### src/rtl/morse_uart_tx_pkg.sv
// -----------------------------------------------------------------------------
// morse_pkg
// Shared constants for the morse decoder back end: letter width, UART state
// encoding and frame length.
// Configuration macro: TX_PARITY_EN. When it is defined, frames carry an even
// parity bit (8E1) and the PARITY state exists. Otherwise frames are 8N1.
// -----------------------------------------------------------------------------
package morse_pkg;

  // Character width produced by the morse FSM.
  localparam int LETTER_W = 8;

  // UART transmitter state encoding. The encodings are kept as plain constants
  // so they match the legacy decoder code.
  localparam logic [2:0] S_IDLE   = 3'd0;
  localparam logic [2:0] S_START  = 3'd1;
  localparam logic [2:0] S_DATA   = 3'd2;
`ifdef TX_PARITY_EN
  localparam logic [2:0] S_PARITY = 3'd3;
`endif
  localparam logic [2:0] S_STOP   = 3'd4;

  // Line bits per frame: start + 8 data + [parity] + stop.
`ifdef TX_PARITY_EN
  localparam int FRAME_BITS = 11;
`else
  localparam int FRAME_BITS = 10;
`endif

  // Even parity over one letter. A '1' here makes the total count of ones even.
  function automatic logic even_parity(input logic [LETTER_W-1:0] d);
    return ^d;
  endfunction

endpackage

### src/rtl/morse_uart_tx_if.sv
// -----------------------------------------------------------------------------
// morse_uart_tx_if
// Bundles the signals between the morse FSM, the UART back end and the status
// observers.
//   letter, done, clear_ovf : morse FSM side -> transmitter
//   tx, busy, empty, full, count, overflow : transmitter -> line / status
// Modports:
//   master : the side that produces letters and observes the status
//   slave  : the morse_uart_tx block
// -----------------------------------------------------------------------------
interface morse_uart_tx_if #(
  parameter int DEPTH_LOG2 = 4
);
  import morse_pkg::*;

  logic [LETTER_W-1:0] letter;
  logic                done;
  logic                clear_ovf;
  logic                tx;
  logic                busy;
  logic                empty;
  logic                full;
  logic [DEPTH_LOG2:0] count;
  logic                overflow;

  modport master (
    output letter, done, clear_ovf,
    input  tx, busy, empty, full, count, overflow
  );

  modport slave (
    input  letter, done, clear_ovf,
    output tx, busy, empty, full, count, overflow
  );

endinterface

### src/rtl/morse_uart_tx_letter_fifo.sv
// -----------------------------------------------------------------------------
// letter_fifo
// Letter queue with first-word-fall-through output. Storage is a register
// array; full and empty are derived from the occupancy count.
// Ports:
//   clk, reset : clock, asynchronous active-high reset
//   push, din  : write request and data
//   pop        : read request (ignored when empty)
//   dout       : head entry, valid whenever empty is low
//   count      : occupancy 0..2**DEPTH_LOG2
//   full/empty : occupancy flags
//   drop       : push refused because the queue was full with no pop
// -----------------------------------------------------------------------------
module letter_fifo
  import morse_pkg::*;
#(
  parameter int DEPTH_LOG2 = 4
) (
  input  logic                clk,
  input  logic                reset,
  input  logic                push,
  input  logic                pop,
  input  logic [LETTER_W-1:0] din,
  output logic [LETTER_W-1:0] dout,
  output logic [DEPTH_LOG2:0] count,
  output logic                full,
  output logic                empty,
  output logic                drop
);

  localparam int DEPTH = 1 << DEPTH_LOG2;

  logic [LETTER_W-1:0]   r_mem [DEPTH];
  logic [DEPTH_LOG2-1:0] r_wr_ptr;
  logic [DEPTH_LOG2-1:0] r_rd_ptr;
  logic [DEPTH_LOG2:0]   r_count;
  logic                  w_wr_en;
  logic                  w_rd_en;

  assign full  = (r_count == (DEPTH_LOG2 + 1)'(DEPTH));
  assign empty = (r_count == '0);

  // A pop in the same cycle frees a slot, so a full queue still accepts.
  assign w_rd_en = pop & ~empty;
  assign w_wr_en = push & (~full | w_rd_en);
  assign drop    = push & ~w_wr_en;

  assign dout  = r_mem[r_rd_ptr];
  assign count = r_count;

  // NOTE: storage has no reset; entries are only read after being written,
  // so clearing the array would add logic without changing behaviour.
  always_ff @(posedge clk) begin
    if (w_wr_en) r_mem[r_wr_ptr] <= din;
  end

  // Pointers are exactly DEPTH_LOG2 bits wide, so they wrap modulo depth.
  always_ff @(posedge clk or posedge reset) begin
    if (reset) begin
      r_wr_ptr <= '0;
      r_rd_ptr <= '0;
      r_count  <= '0;
    end else begin
      if (w_wr_en) r_wr_ptr <= r_wr_ptr + DEPTH_LOG2'(1);
      if (w_rd_en) r_rd_ptr <= r_rd_ptr + DEPTH_LOG2'(1);
      case ({w_wr_en, w_rd_en})
        2'b10:   r_count <= r_count + (DEPTH_LOG2 + 1)'(1);
        2'b01:   r_count <= r_count - (DEPTH_LOG2 + 1)'(1);
        default: r_count <= r_count;
      endcase
    end
  end

endmodule

### src/rtl/morse_uart_tx.sv
// -----------------------------------------------------------------------------
// morse_uart_tx
// Queues letters completed by the morse decoder and sends them out a UART TX
// line, LSB first, one start bit and one stop bit.
// Configuration macro: TX_PARITY_EN adds an even parity bit (8E1 frames).
// Ports:
//   clk   : system clock, all state on the rising edge
//   reset : asynchronous, active-high reset
//   bus   : morse_uart_tx_if.slave
//           letter/done   - character and its completion strobe or level
//           clear_ovf     - synchronous clear of the overflow flag
//           tx            - serial out, idle high, driven from a register
//           busy          - a frame is on the line
//           empty/full/count - queue status
//           overflow      - sticky, a letter was dropped
// -----------------------------------------------------------------------------
module morse_uart_tx
  import morse_pkg::*;
#(
  parameter int CLKS_PER_BIT = 10417,
  parameter int DEPTH_LOG2   = 4
) (
  input logic           clk,
  input logic           reset,
  morse_uart_tx_if.slave bus
);

  localparam int                BAUD_W    = $clog2(CLKS_PER_BIT);
  localparam logic [BAUD_W-1:0] BAUD_LAST = BAUD_W'(CLKS_PER_BIT - 1);

  logic                r_done_q;
  logic                r_overflow;
  logic [2:0]          r_state;
  logic [LETTER_W-1:0] r_shift;
  logic [2:0]          r_bit_cnt;
  logic [BAUD_W-1:0]   r_baud_cnt;
  logic                r_tx;
`ifdef TX_PARITY_EN
  logic                r_parity;
`endif

  logic                w_push;
  logic                w_pop;
  logic                w_drop;
  logic                w_full;
  logic                w_empty;
  logic                w_bit_end;
  logic [LETTER_W-1:0] w_head;
  logic [DEPTH_LOG2:0] w_count;

  // A held-high done writes only once: only its rising edge pushes.
  assign w_push    = bus.done & ~r_done_q;
  assign w_pop     = (r_state == S_IDLE) & ~w_empty;
  assign w_bit_end = (r_baud_cnt == BAUD_LAST);

  letter_fifo #(
    .DEPTH_LOG2(DEPTH_LOG2)
  ) u_fifo (
    .clk  (clk),
    .reset(reset),
    .push (w_push),
    .pop  (w_pop),
    .din  (bus.letter),
    .dout (w_head),
    .count(w_count),
    .full (w_full),
    .empty(w_empty),
    .drop (w_drop)
  );

  // NOTE: sequential state uses non-blocking assignments so every register
  // samples the pre-edge value of every other register.
  always_ff @(posedge clk or posedge reset) begin
    if (reset) begin
      r_done_q   <= 1'b0;
      r_overflow <= 1'b0;
    end else begin
      r_done_q <= bus.done;
      // A drop in the same cycle as a clear keeps the flag set.
      if (w_drop)             r_overflow <= 1'b1;
      else if (bus.clear_ovf) r_overflow <= 1'b0;
    end
  end

  // Transmit state machine. r_tx is loaded with the level of the state being
  // entered, so the line changes exactly at the bit boundary edge.
  always_ff @(posedge clk or posedge reset) begin
    if (reset) begin
      r_state    <= S_IDLE;
      r_shift    <= '0;
      r_bit_cnt  <= '0;
      r_baud_cnt <= '0;
      r_tx       <= 1'b1;
`ifdef TX_PARITY_EN
      r_parity   <= 1'b0;
`endif
    end else begin
      if (r_state != S_IDLE) begin
        r_baud_cnt <= w_bit_end ? '0 : r_baud_cnt + BAUD_W'(1);
      end

      case (r_state)
        S_IDLE: begin
          r_tx <= 1'b1;
          if (!w_empty) begin
            r_shift    <= w_head;
            r_bit_cnt  <= '0;
            r_baud_cnt <= '0;
            r_tx       <= 1'b0;
            r_state    <= S_START;
`ifdef TX_PARITY_EN
            r_parity   <= even_parity(w_head);
`endif
          end
        end

        S_START: begin
          if (w_bit_end) begin
            r_tx    <= r_shift[0];
            r_state <= S_DATA;
          end
        end

        S_DATA: begin
          if (w_bit_end) begin
            if (r_bit_cnt == 3'd7) begin
`ifdef TX_PARITY_EN
              r_tx    <= r_parity;
              r_state <= S_PARITY;
`else
              r_tx    <= 1'b1;
              r_state <= S_STOP;
`endif
            end else begin
              r_bit_cnt <= r_bit_cnt + 3'd1;
              r_shift   <= {1'b0, r_shift[LETTER_W-1:1]};
              r_tx      <= r_shift[1];
            end
          end
        end

`ifdef TX_PARITY_EN
        S_PARITY: begin
          if (w_bit_end) begin
            r_tx    <= 1'b1;
            r_state <= S_STOP;
          end
        end
`endif

        S_STOP: begin
          if (w_bit_end) begin
            r_tx    <= 1'b1;
            r_state <= S_IDLE;
          end
        end

        default: begin
          r_tx    <= 1'b1;
          r_state <= S_IDLE;
        end
      endcase
    end
  end

  assign bus.tx       = r_tx;
  assign bus.busy     = (r_state != S_IDLE);
  assign bus.empty    = w_empty;
  assign bus.full     = w_full;
  assign bus.count    = w_count;
  assign bus.overflow = r_overflow;

endmodule

### src/flat_wrapper.sv
// flat-port wrapper written by rule: the top's interface ports become plain ports
module morse_uart_tx_flat import morse_pkg::*;
#(
  parameter int CLKS_PER_BIT = 10417,
  parameter int DEPTH_LOG2   = 4
)
  (clk, reset, bus_letter, bus_done, bus_clear_ovf, bus_tx, bus_busy, bus_empty, bus_full, bus_count, bus_overflow);
  morse_uart_tx_if #(.DEPTH_LOG2(DEPTH_LOG2)) bus_i ();
  input logic clk;
  input logic reset;
  input wire logic [$bits(bus_i.letter)-1:0] bus_letter;
  input wire logic [$bits(bus_i.done)-1:0] bus_done;
  input wire logic [$bits(bus_i.clear_ovf)-1:0] bus_clear_ovf;
  output wire logic [$bits(bus_i.tx)-1:0] bus_tx;
  output wire logic [$bits(bus_i.busy)-1:0] bus_busy;
  output wire logic [$bits(bus_i.empty)-1:0] bus_empty;
  output wire logic [$bits(bus_i.full)-1:0] bus_full;
  output wire logic [$bits(bus_i.count)-1:0] bus_count;
  output wire logic [$bits(bus_i.overflow)-1:0] bus_overflow;
  assign bus_i.letter = bus_letter;
  assign bus_i.done = bus_done;
  assign bus_i.clear_ovf = bus_clear_ovf;
  assign bus_tx = bus_i.tx;
  assign bus_busy = bus_i.busy;
  assign bus_empty = bus_i.empty;
  assign bus_full = bus_i.full;
  assign bus_count = bus_i.count;
  assign bus_overflow = bus_i.overflow;
  morse_uart_tx #(.CLKS_PER_BIT(CLKS_PER_BIT), .DEPTH_LOG2(DEPTH_LOG2)) u_core (.clk(clk), .reset(reset), .bus(bus_i));
endmodule
### config.mk
export PLATFORM = sky130hd
export DESIGN_NAME = morse_uart_tx_flat
export DESIGN_NICKNAME = d
export VERILOG_FILES = /design/src/rtl/morse_uart_tx_pkg.sv /design/src/rtl/morse_uart_tx_if.sv /design/src/rtl/morse_uart_tx_letter_fifo.sv /design/src/rtl/morse_uart_tx.sv /design/src/flat_wrapper.sv
export SDC_FILE = /design/constraint.sdc
export NUM_CORES = 1
export LEC_CHECK = 0
export BUFFER_PORTS_ARGS = -buffer_cell sky130_fd_sc_hd__buf_2
export CORE_AREA = 4 4 133 135
export CTS_BUF_LIST = sky130_fd_sc_hd__clkbuf_2 sky130_fd_sc_hd__clkbuf_4 sky130_fd_sc_hd__clkbuf_8
export CTS_CLUSTER_SIZE = 20
export DETAILED_ROUTE_END_ITERATION = 6
export DIE_AREA = 0 0 137 139
export GPL_ROUTABILITY_DRIVEN = 0
export SETUP_SLACK_MARGIN = 0.15
export SKIP_LAST_GASP = 1
export SYNTH_ARGS = -nofsm -noshare
export SYNTH_HDL_FRONTEND = slang
export SYNTH_SLANG_ARGS = --single-unit
### constraint.sdc
create_clock -name clk -period 4.7 [get_ports clk]
set_input_delay 1.41 -clock clk [delete_from_list [all_inputs] [get_ports clk]]
set_output_delay 1.41 -clock clk [all_outputs]
set_load 0.02 [all_outputs]
==> results of run 1 <==
-- power groups by stage --
stage          Sequential (W)  Clock [W]  Combinational [W]
3_5_place_dp          0.00184          0           0.000370
6_report              0.00180   0.000979           0.000363
2_1_floorplan         0.00184          0           0.000214
5_1_grt               0.00182    0.00107           0.000405
4_1_cts               0.00181   0.000999           0.000372
3_3_place_gp          0.00184          0           0.000362
-- cell families after synthesis --
| group | synth area share [%] |
|---|---|
| xor+xnor | 1.31 |
| flops | 67.2 |
| simple gates | 7.80 |
| mux | 11.9 |
| buf+inv | 2.45 |
| compound gates | 7.07 |
| fa+ha+maj | 2.31 |
-- synth_stat cells, types with 4 or more instances --
| library cell | number |
|---|---|
| nand2_1 | 27 |
| a31oi_1 | 7 |
| mux2_1 | 4 |
| mux4_2 | 25 |
| o21ai_0 | 24 |
| ha_1 | 12 |
| clkbuf_1 | 9 |
| mux2_2 | 5 |
| edfxtp_1 | 128 |
| and2_1 | 12 |
| a221oi_1 | 10 |
| dfrtp_1 | 43 |
| a22oi_1 | 5 |
| nor3_1 | 13 |
| buf_4 | 5 |
| inv_1 | 17 |
| mux2i_1 | 21 |
| nor2b_1 | 4 |
| nor2_1 | 16 |
| a21oi_1 | 14 |
| a22o_1 | 6 |
| xnor2_1 | 10 |
-- worst min-delay path by stage --
stage | start | to | slack [ns] | cells after the start
5_1_grt | u_core.r_shift[7] | u_core.r_shift[7] | 0.52 | 1
6_report | u_core.r_shift[2] | u_core.r_shift[2] | 0.50 | 1
3_3_place_gp | u_core.r_shift[2] | u_core.r_shift[2] | 0.47 | 1
4_1_cts | u_core.r_shift[7] | u_core.r_shift[7] | 0.50 | 1
2_1_floorplan | u_core.r_shift[7] | u_core.r_shift[7] | 0.46 | 1
3_5_place_dp | u_core.r_shift[7] | u_core.r_shift[7] | 0.48 | 1
-- stage by stage --
step | util, % | cell area [sq um]
global route | 48.9 | 8050
detailed placement | 46.6 | 7680
finish | 48.9 | 8050
CTS | 48.9 | 8050
global placement | 46.6 | 7680
floorplan | - | 7360
-- registers in the layout, indices dropped and copies added, names as in the netlist --
signal	count
u_core.bus.tx	1
u_core.r_bit_cnt	3
u_core.r_done_q	1
u_core.u_fifo.r_wr_ptr	4
u_core.u_fifo.count	5
u_core.u_fifo.r_mem	128
u_core.r_baud_cnt	14
u_core.u_fifo.r_rd_ptr	4
u_core.bus.overflow	1
u_core.r_shift	8
u_core.r_state	3
-- area by class of cell --
| type | instances | area, sq um | share of cell area [%] |
|---|---|---|---|
| sequential | 172 | 4950 | 61.5 |
| timing repair buffer | 27 | 150 | 1.87 |
| multi-input combinational | 261 | 2240 | 27.8 |
| inverter | 18 | 67.6 | 0.840 |
| clock inverter | 14 | 128 | 1.59 |
| clock buffer | 18 | 241 | 3.00 |
| tap | 220 | 275 | 3.42 |
-- critical path, delay by kind of cell, from the launching register on --
kind | cells | cell delay [ns]
buf+inv | 2 | 0.36
flops | 1 | 0.45
simple gates | 2 | 0.71
-- metal layers --
metal  wire length [um]  up-vias
met5                  7        -
met1               6940     2065
met4                285        2
met3                812       21
li1                   -     1875
met2               7570       93
==> results.json, run 1 <==
{
  "tritoncts": "done",
  "crit_type": "flop to output port",
  "final_cell_mix": "128 x edfxtp_1, 42 x dfrtp_1, 27 x nand2_1",
  "vias": 4056,
  "crit_end": "bus_empty",
  "p_sw_w": 0.000890,
  "synth_top_area_share_pct": 52.2,
  "final_cell_count_no_fill": 730,
  "max_cap_violations": 0,
  "fp.dieH_um": 139,
  "slowest_stage": "nor4_1",
  "power_w": 0.00315,
  "drt_first_pass_iters": 5,
  "synthesis.area_sq_um": 7360,
  "cp-end-kind": "output port",
  "post-route-min-period_ns": 3.38,
  "synthFlopType": "edfxtp_1",
  "vias_per_cell": 5.56,
  "setup_slack_ns": 1.32,
  "crit_path_start_kind": "flop",
  "drtIter0Drc": 378,
  "cts_resized": 0,
  "fillers": 1402,
  "final_common_cell": "edfxtp_1",
  "finalClockSkew_ns": 0.0136,
  "synth_edf_count": 128,
  "wl_per_cell_um": 21.4,
  "grt_pass1_wl_um": 24600,
  "synth_warnings": 0,
  "drc": 0,
  "path_cells": "nor4_1, nand2_1, inv_1, buf_2",
  "start_util_pct": 44.7,
  "setup_tns_ns": 0,
  "hold_path.class": "flop to flop",
  "rr_endpoint": "u_core.u_fifo.r_mem[8][6]",
  "die_w_um": 137,
  "antenna_found_initial": 1,
  "status": "finished clean",
  "p_clk_share_pct": 31.1,
  "cellPowerDensity_nw_per_um2": 391,
  "pwr-share-comb_pct": 11.5,
  "path_clk_slew_ns": 0.09,
  "finalCritPeriodShare_pct": 71.9,
  "pre_cts_ws_ns": 1.07,
  "place_hpwl_um": 10600,
  "diodes": 0,
  "power_frac_seq_pct": 57.3,
  "crit_arrival_ns": 1.97,
  "cts_buffers": 17,
  "tightest_slew_ns": 1.08,
  "synth.distinct_cells": 58,
  "synth-seq-area-share_pct": 67.2,
  "ctsHoldBuffers": 0,
  "rsz0062_at_grt": "false",
  "grt_use_met1_pct": 24.6,
  "timing.rr.start": "u_core.r_state[1]",
  "numPlacedInstances": 698,
  "p_leak_nw": 2.99,
  "grt_max_degree": 45,
  "max_freq_mhz": 296,
  "drive_above_1_share_pct": 19.6,
  "area_growth_pct": 9.28,
  "routed_wl_um": 15600,
  "required_ns": 3.29,
  "sw_frac_of_total_pct": 28.3,
  "crit_fanout": 6,
  "die_area_sq_um": 19000,
  "hold_violations": 0,
  "worst_ir_drop_vdd_mv": 0.259,
  "cts_max_level": 4,
  "coreArea_sq_um": 16500,
  "rows": 47,
  "finalSetupViolCount": 0,
  "postSynth.asyncResetShare_pct": 25.6,
  "p_int_w": 0.00226,
  "synth.area.top_cells": "edfxtp_1 52%, dfrtp_1 15%, mux4_2 7.6%",
  "worst-r2r-setup-slack_ns": 1.53,
  "startpoint": "u_core.u_fifo.count[0]",
  "post_cts_buffers": 0,
  "grt.busiest_layer": "met2",
  "cts.sinks": 172,
  "syn_inst": 471,
  "ys_ff_latch": 172,
  "yosysTopAreaCell": "edfxtp_1",
  "antenna_left": 0,
  "slowest_delay_ns": 0.50,
  "met3_usage_pct": 4.57,
  "avgSynthCellArea_sq_um": 15.6,
  "grt_use_met2_pct": 26.8,
  "whs_ns": 0.498,
  "io_buffers": 21,
  "clockRootBuffer": "clkbuf_8",
  "slew_headroom_pct": 28.1,
  "num_io_pins": 22,
  "grt_pass1_vias": 4232,
  "clk_latency_ns": 0.46,
  "cts_buffer_depth": 2,
  "synth_fp_nets": 496,
  "final_nets": 522,
  "overflow": 0,
  "ff2ff_path_depth": 5,
  "slew_viol_final": 0,
  "grt_usage_pct": 17.6
}
No activity file was read; power rests on OpenSTA's default activity.
==> inputs of run 2 (changes only) <==
==> constraint.sdc (replaced) <==
create_clock -name clk -period 3.4 [get_ports clk]
set_input_delay 1.02 -clock clk [delete_from_list [all_inputs] [get_ports clk]]
set_output_delay 1.02 -clock clk [all_outputs]
set_load 0.02 [all_outputs]
==> results.json, run 2 (synthesized netlist as in run 1, its figures left out) <==
{
  "hold_path.class": "flop to flop",
  "timing.rr.start": "u_core.u_fifo.count[0]",
  "final_cell_count_no_fill": 740,
  "crit_type": "flop to output port",
  "p_leak_nw": 3.05,
  "final_nets": 533,
  "vias": 4053,
  "routed_wl_um": 15200,
  "cellPowerDensity_nw_per_um2": 532,
  "area_growth_pct": 10.5,
  "clk_latency_ns": 0.46,
  "numPlacedInstances": 709,
  "largest_register_ffs": 128,
  "fp.dieH_um": 139,
  "slowest_delay_ns": 0.54,
  "status": "finished clean",
  "path_clk_slew_ns": 0.09,
  "worst_ir_drop_vdd_mv": 0.337,
  "place_hpwl_um": 10500,
  "antenna_found_initial": 0,
  "wl_per_cell_um": 20.6,
  "cp_top_family": "simple AND/OR/NAND/NOR gates",
  "start_util_pct": 44.7,
  "cp-end-kind": "output port",
  "min_to": "u_core.r_shift[7]",
  "die_w_um": 137,
  "finalClockSkew_ns": 0.0160,
  "grt_usage_pct": 16.9,
  "setup_tns_ns": 0,
  "crit_fanout": 6,
  "vias_per_cell": 5.48,
  "grt_pass1_wl_um": 23600,
  "fin_area_sq_um": 8130,
  "final_common_cell": "edfxtp_1",
  "cts_buffers": 17,
  "crit_arrival_ns": 2.01,
  "worstHoldStart": "u_core.r_shift[7]",
  "cts.sinks": 172,
  "hold_violations": 0,
  "regMostFlops": "u_core.u_fifo.r_mem",
  "final_cell_mix": "128 x edfxtp_1, 42 x dfrtp_1, 27 x nand2_1",
  "worst-r2r-setup-slack_ns": 0.74,
  "grt_max_degree": 28,
  "slowest_stage": "nor4_1",
  "post_cts_buffers": 0,
  "crit_buf_inv": 2,
  "rows": 47,
  "cts_resized": 0,
  "slew_headroom_pct": 53.9,
  "die_area_sq_um": 19000,
  "placed_cell_area_sq_um": 7770,
  "required_ns": 2.38,
  "largestRegisters": "u_core.u_fifo.r_mem (128), u_core.r_baud_cnt (14), u_core.r_shift (8)",
  "finalCritPeriodShare_pct": 89.3,
  "coreArea_sq_um": 16500,
  "ff2ff_path_depth": 10,
  "tightest_slew_ns": 0.690,
  "drtIter0Drc": 288,
  "finalSetupViolCount": 0,
  "crit_path_start_kind": "flop",
  "antenna_left": 0,
  "grt_pass1_vias": 4133,
  "rr_endpoint": "u_core.u_fifo.count[4]",
  "tritoncts": "done",
  "post-route-min-period_ns": 3.03,
  "cts_buffer_depth": 2,
  "num_io_pins": 22,
  "clockRootBuffer": "clkbuf_8",
  "slew_viol_final": 0,
  "drc": 0,
  "rsz0062_at_grt": "false",
  "path_cells": "nor4_1, nand2_1, inv_1, buf_2",
  "drt_first_pass_iters": 4,
  "ctsHoldBuffers": 0,
  "min_path_cells": 1,
  "cts_max_level": 4,
  "io_buffers": 21,
  "whs_ns": 0.496,
  "max_freq_mhz": 330,
  "max_cap_violations": 0,
  "diodes": 0,
  "drive_above_1_share_pct": 21.0,
  "overflow": 0
}
run 2: cell count changes in the layout (fill, tap and decap cells not counted), sizes merged:
| cell | change |
|---|---|
| buf | +11 |
| inv | -3 |
| bufinv | +1 |
| clkbuf | +1 |
| clkinv | +1 |
| clkinvlp | -1 |
run 2: how the worst max path moves through the flow:
| stage | startpoint | end | slack, ns | cells after the start |
|---|---|---|---|---|
| after floorplan | u_core.r_state[0] | u_core.u_fifo.count[4] | 0.77 | 12 |
| after global placement | bus_done | u_core.u_fifo.r_mem[1][1] | 0.57 | 5 |
| after detailed placement | bus_done | u_core.u_fifo.r_mem[1][0] | 0.53 | 5 |
| after CTS | u_core.u_fifo.count[0] | bus_empty | 0.34 | 4 |
| after global routing | u_core.u_fifo.count[0] | bus_empty | 0.28 | 4 |
| final | u_core.u_fifo.count[0] | bus_empty | 0.37 | 4 |
run 2: per-layer routing:
metal	vias up	track usage (%)	wire length, um
met1	2083	22.8	6750
met5	-	0	0
met4	0	5.57	250
li1	1894	-	-
met2	59	27.3	7700
met3	17	3.81	506
run 2: layout make-up:
cell class / instances / area, sq um
well taps: 220 / 275
inverters: 18 / 67.6
fillers: 1411 / 8330
flip-flops and latches: 172 / 4950
multi-input cells: 261 / 2240
repair buffers: 38 / 245
clock inverters: 12 / 111
clock buffers: 19 / 249
run 2: per-stage QoR:
stage               total power [W]  setup WS, ns  util (%)
finish                      0.00432         0.365      49.4
global route                0.00453         0.279      49.4
CTS                         0.00437         0.342      49.4
detailed placement          0.00305         0.526      47.2
global placement            0.00304         0.571      47.2
floorplan                   0.00283         0.769         -
run 2: power by group:
| group | switching, W | total [W] | internal (W) |
|---|---|---|---|
| sequential | 0.000101 | 0.00249 | 0.00239 |
| clock | 0.000736 | 0.00133 | 0.000597 |
| combinational | 0.000312 | 0.000499 | 0.000187 |
| total | 0.00115 | 0.00432 | 0.00318 |
run 2: worst register-to-register path, cell delays in order (launching register included):
cell and delay (ns):
dfrtp_1 0.45, nor4_1 0.54, a21oi_1 0.23, nand2_1 0.17
inv_1 0.11, ha_1 0.33, nor2b_1 0.14, o21a_1 0.18
o211ai_1 0.16, o31ai_1 0.11, xnor2_1 0.13
==> inputs of run 3 (changes only) <==
--- a/config.mk
+++ b/config.mk
@@ -6,14 +6,15 @@
 export NUM_CORES = 1
 export LEC_CHECK = 0
 export BUFFER_PORTS_ARGS = -buffer_cell sky130_fd_sc_hd__buf_2
-export CORE_AREA = 4 4 133 135
+export CORE_AREA = 4 4 134 136
 export CTS_BUF_LIST = sky130_fd_sc_hd__clkbuf_2 sky130_fd_sc_hd__clkbuf_4 sky130_fd_sc_hd__clkbuf_8
 export CTS_CLUSTER_SIZE = 20
 export DETAILED_ROUTE_END_ITERATION = 6
-export DIE_AREA = 0 0 137 139
+export DIE_AREA = 0 0 138 140
 export GPL_ROUTABILITY_DRIVEN = 0
 export SETUP_SLACK_MARGIN = 0.15
 export SKIP_LAST_GASP = 1
 export SYNTH_ARGS = -nofsm -noshare
 export SYNTH_HDL_FRONTEND = slang
+export SYNTH_HIERARCHICAL = 1
 export SYNTH_SLANG_ARGS = --single-unit
==> results.json, run 3 <==
{
  "vias": 4097,
  "drc": 0,
  "grt_usage_pct": 15.6,
  "cts_resized": 0,
  "wl_per_cell_um": 19.6,
  "num_io_pins": 22,
  "grt_pass1_vias": 4294,
  "start_util_pct": 44.1,
  "finalSetupViolCount": 0,
  "regArea_sq_um": 4950,
  "setup_tns_ns": 0,
  "place_hpwl_um": 9480,
  "tritoncts": "done",
  "crit_path_start_kind": "flop",
  "finalCritPeriodShare_pct": 89.1,
  "finalClockSkew_ns": 0.00991,
  "synth.most_common_cell": "edfxtp_1",
  "synth_fp_nets": 487,
  "ys_ff_latch": 172,
  "yosysTopAreaCell": "edfxtp_1",
  "tightest_slew_ns": 0.791,
  "routed_wl_um": 14300,
  "io_buffers": 21,
  "cts_buffers": 17,
  "rsz0062_at_grt": "false",
  "synth_common_cells": "128 x edfxtp_1, 43 x dfrtp_1, 32 x mux4_2",
  "overflow": 0,
  "drive_above_1_share_pct": 25.3,
  "area_growth_pct": 11.4,
  "syn_inst": 462,
  "p_leak_nw": 2.95,
  "diodes": 0,
  "coreArea_sq_um": 16900,
  "crit_type": "flop to output port",
  "clk_latency_ns": 0.45,
  "whs_ns": 0.494,
  "largestRegisters": "u_core/u_fifo/r_mem (128), u_core/r_baud_cnt (14), u_core/r_shift (8)",
  "synth_top_area_share_pct": 51.4,
  "antenna_found_initial": 0,
  "cts_buffer_depth": 2,
  "post_cts_buffers": 0,
  "synth_edf_count": 128,
  "path_clk_slew_ns": 0.09,
  "slew_viol_final": 0,
  "final_nets": 517,
  "ctsHoldBuffers": 0,
  "grt_pass1_wl_um": 23600,
  "placed_cell_area_sq_um": 7900,
  "synth.distinct_cells": 63,
  "cts.sinks": 172,
  "final_cell_mix": "128 x edfxtp_1, 42 x dfrtp_1, 32 x mux4_2",
  "synthesis.area_sq_um": 7470,
  "drtIter0Drc": 274,
  "post-route-min-period_ns": 3.03,
  "multiInputGateArea_sq_um": 2370,
  "max_freq_mhz": 330,
  "clockRootBuffer": "clkbuf_8",
  "die_area_sq_um": 19300,
  "avgSynthCellArea_sq_um": 16.2,
  "grt_max_degree": 36,
  "required_ns": 2.38,
  "vias_per_cell": 5.61,
  "antenna_left": 0,
  "cellPowerDensity_nw_per_um2": 609,
  "worst_ir_drop_vdd_mv": 0.262,
  "crit_fanout": 6,
  "synth-seq-area-share_pct": 66.2,
  "die_w_um": 138,
  "hold_path.class": "flop to flop",
  "cts_max_level": 4,
  "fillers": 1487,
  "status": "finished clean",
  "crit_arrival_ns": 2.01,
  "synth.area.top_cells": "edfxtp_1 51%, dfrtp_1 14%, mux4_2 9.6%",
  "fin_area_sq_um": 8330,
  "max_cap_violations": 0,
  "drt_first_pass_iters": 4,
  "synthFlopType": "edfxtp_1",
  "rows": 48,
  "cp-end-kind": "output port",
  "slew_headroom_pct": 47.2,
  "hold_violations": 0,
  "regMostFlops": "u_core/u_fifo/r_mem",
  "largest_register_ffs": 128,
  "utilization_pct": 49.2,
  "synth_warnings": 6,
  "postSynth.asyncResetShare_pct": 25.6,
  "fp.dieH_um": 140,
  "final_common_cell": "edfxtp_1"
}
run 3: stage by stage:
step           total power, W  instances  setup WS [ns]
6_report              0.00507        730          0.369
5_1_grt               0.00534        730          0.193
4_1_cts               0.00513        730          0.321
3_5_place_dp          0.00359        698          0.393
3_3_place_gp          0.00357        698          0.450
2_1_floorplan         0.00327        462          0.276
run 3: metal layers:
metal | global-route usage, % | wire [um]
met5 | 0 | 0
met4 | 5.30 | 148
met3 | 2.90 | 395
met2 | 26.2 | 7300
met1 | 20.7 | 6430
run 3: area by class of cell:
type / count / share of cell area, %
Tap cell: 225 / 3.38
Inverter: 19 / 0.856
Multi-Input combinational cell: 247 / 28.5
Clock inverter: 15 / 2.37
Clock buffer: 17 / 2.81
Timing Repair Buffer: 35 / 2.67
Sequential cell: 172 / 59.4
run 3: critical path, stage by stage, from the launching register on:
cell and delay [ns]:
dfrtp_1 0.44, or4_1 0.66, nor2_2 0.15, buf_4 0.15
buf_2 0.16
run 3: path summary, 6_finish.rpt:
check,end,depth (start not counted),start,slack [ns]
setup / recovery,bus_empty,4,u_core/u_fifo/count[1],0.37
hold / removal,u_core/bus.overflow,1,u_core/bus.overflow,0.49
setup reg to reg,u_core/u_fifo/count[4],11,u_core/u_fifo/count[1],0.39
hold reg to reg,u_core/bus.overflow,1,u_core/bus.overflow,0.49
max in group asynchronous,u_core/bus.tx,3,reset,2.42
min in group asynchronous,u_core/u_fifo/r_wr_ptr[1],2,reset,0.60
run 3: logic make-up (layout without fill, tap and decap cells):
family	after synthesis	in the layout	synth area share (%)
simple gates	102	102	7.80
compound gates	69	69	7.25
mux	52	52	12.6
flops	172	172	66.2
xor+xnor	11	11	1.29
fa+ha+maj	13	13	2.28
buf+inv	43	86	2.58
run 3: where the power goes:
group	switching [W]	internal, W	total [W]
registers	0.000204	0.00244	0.00265
logic	0.000467	0.000414	0.000882
clock network	0.000786	0.000756	0.00154
total	0.00146	0.00361	0.00507
